[src/rtl/spike_vote_classifier.sv]
// Spike-count voting classifier: runs NUM_TIMESTEPS layer passes per image,
// accumulates the per-neuron output spikes, then scans for the winning class.
module spike_vote_classifier #(
  parameter int unsigned NUM_NEURONS   = 10,
  parameter int unsigned NUM_TIMESTEPS = 16,
  parameter int unsigned COUNT_WIDTH   = $clog2(NUM_TIMESTEPS + 1),
  parameter int unsigned CLASS_WIDTH   = $clog2(NUM_NEURONS)
) (
  input  logic                   clk,
  input  logic                   rst,
  input  logic                   start_i,
  input  logic                   layer_done_i,
  input  logic [NUM_NEURONS-1:0] spikes_in_i,
  output logic                   layer_start_o,
  output logic                   busy_o,
  output logic [COUNT_WIDTH-1:0] timestep_o,
  output logic                   result_valid_o,
  output logic [CLASS_WIDTH-1:0] class_out_o,
  output logic [COUNT_WIDTH-1:0] max_count_o,
  output logic                   tie_flag_o
);

  localparam logic [2:0] S_IDLE   = 3'd0;
  localparam logic [2:0] S_LAUNCH = 3'd1;
  localparam logic [2:0] S_WAIT   = 3'd2;
  localparam logic [2:0] S_SCAN   = 3'd3;
  localparam logic [2:0] S_DONE   = 3'd4;

  localparam logic [COUNT_WIDTH-1:0] LAST_STEP = COUNT_WIDTH'(NUM_TIMESTEPS);
  localparam logic [CLASS_WIDTH-1:0] LAST_IDX  = CLASS_WIDTH'(NUM_NEURONS - 1);
  localparam logic [COUNT_WIDTH-1:0] CNT_MAX   = '1;

  logic [2:0]             state_q, state_d;
  logic [COUNT_WIDTH-1:0] cnt_q [NUM_NEURONS];
  logic [COUNT_WIDTH-1:0] cnt_d [NUM_NEURONS];
  logic [COUNT_WIDTH-1:0] timestep_q, timestep_d;
  logic                   ld_q, ld_d;
  logic [CLASS_WIDTH-1:0] idx_q, idx_d;
  logic [CLASS_WIDTH-1:0] best_idx_q, best_idx_d;
  logic [COUNT_WIDTH-1:0] best_cnt_q, best_cnt_d;
  logic                   tie_q, tie_d;
  logic [CLASS_WIDTH-1:0] class_q, class_d;
  logic [COUNT_WIDTH-1:0] max_q, max_d;
  logic                   tie_flag_q, tie_flag_d;
  logic                   layer_start_q, layer_start_d;
  logic                   busy_q, busy_d;
  logic                   valid_q, valid_d;
  logic [COUNT_WIDTH-1:0] cur_cnt_c;
  logic                   edge_c;

  // Next-state, datapath and registered-output decode.
  always_comb begin
    state_d    = state_q;
    cnt_d      = cnt_q;
    timestep_d = timestep_q;
    ld_d       = layer_done_i;
    idx_d      = idx_q;
    best_idx_d = best_idx_q;
    best_cnt_d = best_cnt_q;
    tie_d      = tie_q;
    class_d    = class_q;
    max_d      = max_q;
    tie_flag_d = tie_flag_q;
    edge_c     = layer_done_i & ~ld_q;
    cur_cnt_c  = '0;
    for (int i = 0; i < NUM_NEURONS; i++) begin
      if (idx_q == CLASS_WIDTH'(i)) cur_cnt_c = cnt_q[i];
    end

    case (state_q)
      S_IDLE, S_DONE: begin
        if (start_i) begin
          state_d    = S_LAUNCH;
          ld_d       = 1'b0;
          timestep_d = '0;
          idx_d      = '0;
          best_idx_d = '0;
          best_cnt_d = '0;
          tie_d      = 1'b0;
          class_d    = '0;
          max_d      = '0;
          tie_flag_d = 1'b0;
          for (int i = 0; i < NUM_NEURONS; i++) cnt_d[i] = '0;
        end
      end
      S_LAUNCH: state_d = S_WAIT;
      S_WAIT: begin
        if (edge_c) begin
          for (int i = 0; i < NUM_NEURONS; i++) begin
            if (spikes_in_i[i] && (cnt_q[i] != CNT_MAX)) begin
              cnt_d[i] = cnt_q[i] + COUNT_WIDTH'(1);
            end
          end
          timestep_d = timestep_q + COUNT_WIDTH'(1);
          if (timestep_d == LAST_STEP) begin
            state_d = S_SCAN;
            idx_d   = '0;
          end else begin
            state_d = S_LAUNCH;
            ld_d    = 1'b0;
          end
        end
      end
      S_SCAN: begin
        // Strict greater-than keeps the lowest index on ties.
        if (idx_q == '0) begin
          best_idx_d = '0;
          best_cnt_d = cur_cnt_c;
          tie_d      = 1'b0;
        end else if (cur_cnt_c > best_cnt_q) begin
          best_idx_d = idx_q;
          best_cnt_d = cur_cnt_c;
          tie_d      = 1'b0;
        end else if (cur_cnt_c == best_cnt_q) begin
          tie_d = 1'b1;
        end
        if (idx_q == LAST_IDX) begin
          state_d    = S_DONE;
          class_d    = best_idx_d;
          max_d      = best_cnt_d;
          tie_flag_d = tie_d;
        end else begin
          idx_d = idx_q + CLASS_WIDTH'(1);
        end
      end
      default: state_d = S_IDLE;
    endcase

    layer_start_d = (state_d == S_LAUNCH);
    busy_d        = (state_d == S_LAUNCH) || (state_d == S_WAIT) || (state_d == S_SCAN);
    valid_d       = (state_d == S_DONE);
  end

  // State and output registers.
  always_ff @(posedge clk or posedge rst) begin
    if (rst) begin
      state_q       <= S_IDLE;
      timestep_q    <= '0;
      ld_q          <= 1'b0;
      idx_q         <= '0;
      best_idx_q    <= '0;
      best_cnt_q    <= '0;
      tie_q         <= 1'b0;
      class_q       <= '0;
      max_q         <= '0;
      tie_flag_q    <= 1'b0;
      layer_start_q <= 1'b0;
      busy_q        <= 1'b0;
      valid_q       <= 1'b0;
      for (int i = 0; i < NUM_NEURONS; i++) cnt_q[i] <= '0;
    end else begin
      state_q       <= state_d;
      timestep_q    <= timestep_d;
      ld_q          <= ld_d;
      idx_q         <= idx_d;
      best_idx_q    <= best_idx_d;
      best_cnt_q    <= best_cnt_d;
      tie_q         <= tie_d;
      class_q       <= class_d;
      max_q         <= max_d;
      tie_flag_q    <= tie_flag_d;
      layer_start_q <= layer_start_d;
      busy_q        <= busy_d;
      valid_q       <= valid_d;
      for (int i = 0; i < NUM_NEURONS; i++) cnt_q[i] <= cnt_d[i];
    end
  end

  assign layer_start_o  = layer_start_q;
  assign busy_o         = busy_q;
  assign timestep_o     = timestep_q;
  assign result_valid_o = valid_q;
  assign class_out_o    = class_q;
  assign max_count_o    = max_q;
  assign tie_flag_o     = tie_flag_q;

endmodule
[config.mk]
export PLATFORM = sky130hd
export DESIGN_NAME = spike_vote_classifier
export DESIGN_NICKNAME = d
export VERILOG_FILES = /design/src/rtl/spike_vote_classifier.sv
export SDC_FILE = /design/constraint.sdc
export NUM_CORES = 1
export LEC_CHECK = 0
export ABC_AREA = 1
export CAP_MARGIN = 30
export CORE_MARGIN = 2
export CORE_UTILIZATION = 54
export CTS_CLUSTER_DIAMETER = 50
export DETAILED_ROUTE_END_ITERATION = 8
export GPL_ROUTABILITY_DRIVEN = 0
export PLACE_DENSITY = 0.77
export SYNTH_ARGS = -nofsm -noshare
export SYNTH_HDL_FRONTEND = slang
export SYNTH_SLANG_ARGS = --single-unit
[constraint.sdc]
create_clock -name clk -period 3.1 [get_ports clk]
set_input_delay 0.31 -clock clk [delete_from_list [all_inputs] [get_ports clk]]
set_output_delay 0.31 -clock clk [all_outputs]
set_load 0.05 [all_outputs]
==> impl_metrics.yaml <==
layout:
  fillCellCount: 736
  antenna_cells: 0
  layout_common_cells: "nand2_1, inv_1, dfrtp_1"
  area_growth_pct: 20.3
  multiInputGateArea_mm2: 0.00261
  layout_commonest_cell: "nand2_1"
  num-nets-final: 753
  layout-drive-gt1-share: 0.157
  fin_cells: 824
  seqCellArea_mm2: 0.00216
clock_network:
  insertion_delay_ns: 0.36
  clk_pin_slew_ns: 0.09
  cts_sinks: 86
  numCtsBuffers: 9
  tritoncts: "done"
  cts_max_level: 3
  clockRootBuffer: "clkbuf_8"
  cts.path.max_buffers: 2
global_route:
  grt_max_degree: 49
  first_global_vias: 4420
  overflow: 0
  grt.total_usage: 0.245
  antenna_found_initial: 0
  grt_pass1_wl_um: 20100
sta:
  max_freq_ghz: 0.330
  finalCriticalPeriod_ns: 3.03
  worstMarginPinSlew_ns: 0.898
  fin_crit_sh: 0.978
  finalClockSkew_ns: 0.0167
  hold_viol: 0
  relSlewSlack: 0.399
  drv_slew: 0
  setup_viol: 0
setup_path:
  crit_top_cell: "inv_1"
  slowest_delay_ns: 0.46
  cp_data_arrival_time_ns: 3.27
  crit_fanout: 7
  start_kind: "register"
  worstSetupPathType: "reg2reg"
  worstPathRequired_ns: 3.34
  rr_worst_depth: 20
  end_kind: "register"
  critPathSlowestCell: "dfrtp_2"
  crit_chain: "buf_4, buf_4, nor3_2, buf_4, inv_1, o21ai_0, inv_1, nand3_1, nand2_1, inv_1, ha_4, a21oi_1, nand3b_1, o311ai_2, nand2_1, nand2_2, o21ai_0, inv_1, nand2_1, o21ai_0"
routing:
  post_drt_wl_per_cell_um: 14.8
  dr.pass1.iters: 5
  via_count: 4589
  drt-total-wl_um: 12200
  drt_iter0_drc: 196
  via_per_inst: 5.57
  drt.antenna.violating_nets: 0
  drcViolationCount: 0
floorplan:
  initial_core_util: 0.552
  core-area_mm2: 0.00920
  rows: 35
  ios: 32
  die_x_um: 101
  die_area_mm2: 0.0102
  die_h_um: 101
placement:
  dp_cells: 801
  io_buffers: 31
  dp_hpwl_um: 8590
power_and_ir_drop:
  totalPowerFinal_uw: 4740
  seqPwrFrac: 0.329
  p_int_uw: 2550
  switchingPower_uw: 2190
  p_sw_frac: 0.461
  clock_power_share: 0.163
  p_comb_frac: 0.508
  p_leak_uw: 0.00287
  power.density_mw_per_mm2: 776
  ir_worst_vdd_mv: 0.400
logic_synthesis:
  ys_top_cells_by_area: "dfrtp_1, inv_1, nand2_1, ha_1, o21ai_0"
  synthesis.area_mm2: 0.00507
  synth_seq_cells: 86
  synth_cells: 652
  synth_nets: 697
  avgSynthCellArea_um2: 7.78
  synth-seq-area-share: 0.424
  synth_top_area_share: 0.424
  netlist.top_cell.by_area: "dfrtp_1"
  yosysUniqueCellTypes: 37
  synth_warnings: 0
outcome:
  status: "completed"
hold_path:
  hold_path_class: "in2async"
flow_run:
  cap_violations: 0
-- cell usage after synthesis, drive strengths merged --
master / number
inv: 127
nand2: 121
dfrtp: 86
o21ai: 72
nand3: 61
nor2: 42
a21oi: 33
nor3: 32
ha: 31
nand4: 10
nor3b: 8
clkbuf: 6
o21a: 5
xor2: 4
buf: 3
a21boi: 2
o211ai: 2
a22o: 1
nand3b: 1
o2111ai: 1
o311ai: 1
o31ai: 1
or2: 1
xnor2: 1
-- worst max-delay path: cells and delay by family (launching register included) --
family	cells	cell delay, ns
buffers and inverters	7	0.81
adders and majority gates	1	0.22
and+or+nand+nor	7	0.82
DFF	1	0.46
AOI/OAI and AO/OA	5	0.57
-- area by class of cell --
cell class	instances	share of cell area
inverters	127	0.0812
well taps	111	0.0228
repair buffers	54	0.0845
clock buffers	12	0.0221
multi-input cells	430	0.428
clock inverters	4	0.00779
flip-flops and latches	86	0.353
-- power groups by stage --
stage / Combinational [uW] / Clock, uW / Sequential (uW)
6_report: 2400 / 773 / 1560
5_1_grt: 2640 / 822 / 1590
4_1_cts: 2080 / 777 / 1550
3_5_place_dp: 2060 / 0 / 1570
3_3_place_gp: 2000 / 0 / 1560
2_1_floorplan: 1260 / 0 / 1740
-- state kept, by name, summed over array words and instances, names as in the netlist, 3 cells and up --
signal       count
cnt_q           50
timestep_o       5
best_idx_q       4
max_count_o      5
class_out_o      4
best_cnt_q       5
state_q          3
idx_q            4
-- logic make-up after synthesis --
group,share of synthesized area
AOI/OAI and AO/OA,0.124
xor gates and xnor gates,0.00863
adders and majority gates,0.0764
buffers and inverters,0.103
DFF,0.424
and+or+nand+nor,0.265
-- metal layers --
layer  global-route usage  share of wire  vias to the layer above
met3               0.0395          0.049                       29
met5                    0              0                        -
met2                0.425           0.49                      144
li1                     -              -                     2240
met1                0.319           0.43                     2176
met4               0.0655          0.026                        0
-- stage by stage --
stage	TNS [ns]	hold WS (ns)	util	setup WS [ns]	cell area [um2]
final	0	0.346	0.664	0.0697	6100
after global routing	-1.15	0.426	0.664	-0.116	6100
after CTS	0	0.383	0.632	0.000175	5810
after detailed placement	-0.244	0.468	0.611	-0.0629	5620
after global placement	0	0.465	0.611	0.0776	5620
after floorplan	0	0.450	-	0.00934	5070
-- worst paths after layout --
check                           slack, ns            from             end
worst max-delay path                 0.07        idx_q[2]   best_cnt_q[3]
worst min-delay path                 0.35             rst      state_q[0]
worst max register to register       0.07        idx_q[2]   best_cnt_q[3]
worst min register to register       0.48  max_count_o[4]  max_count_o[4]
max in group asynchronous            2.06             rst        idx_q[3]
min in group clk                     0.48  max_count_o[4]  max_count_o[4]
-- repair_timing --
item / CTS / global route
hold buffers: 0 / 0
setup endpoints to repair: 17 / 20
pin swaps: 0 / 21
buffers inserted: 0 / 7
resized for setup: 8 / 66
Power figures use the tool's default switching activity.
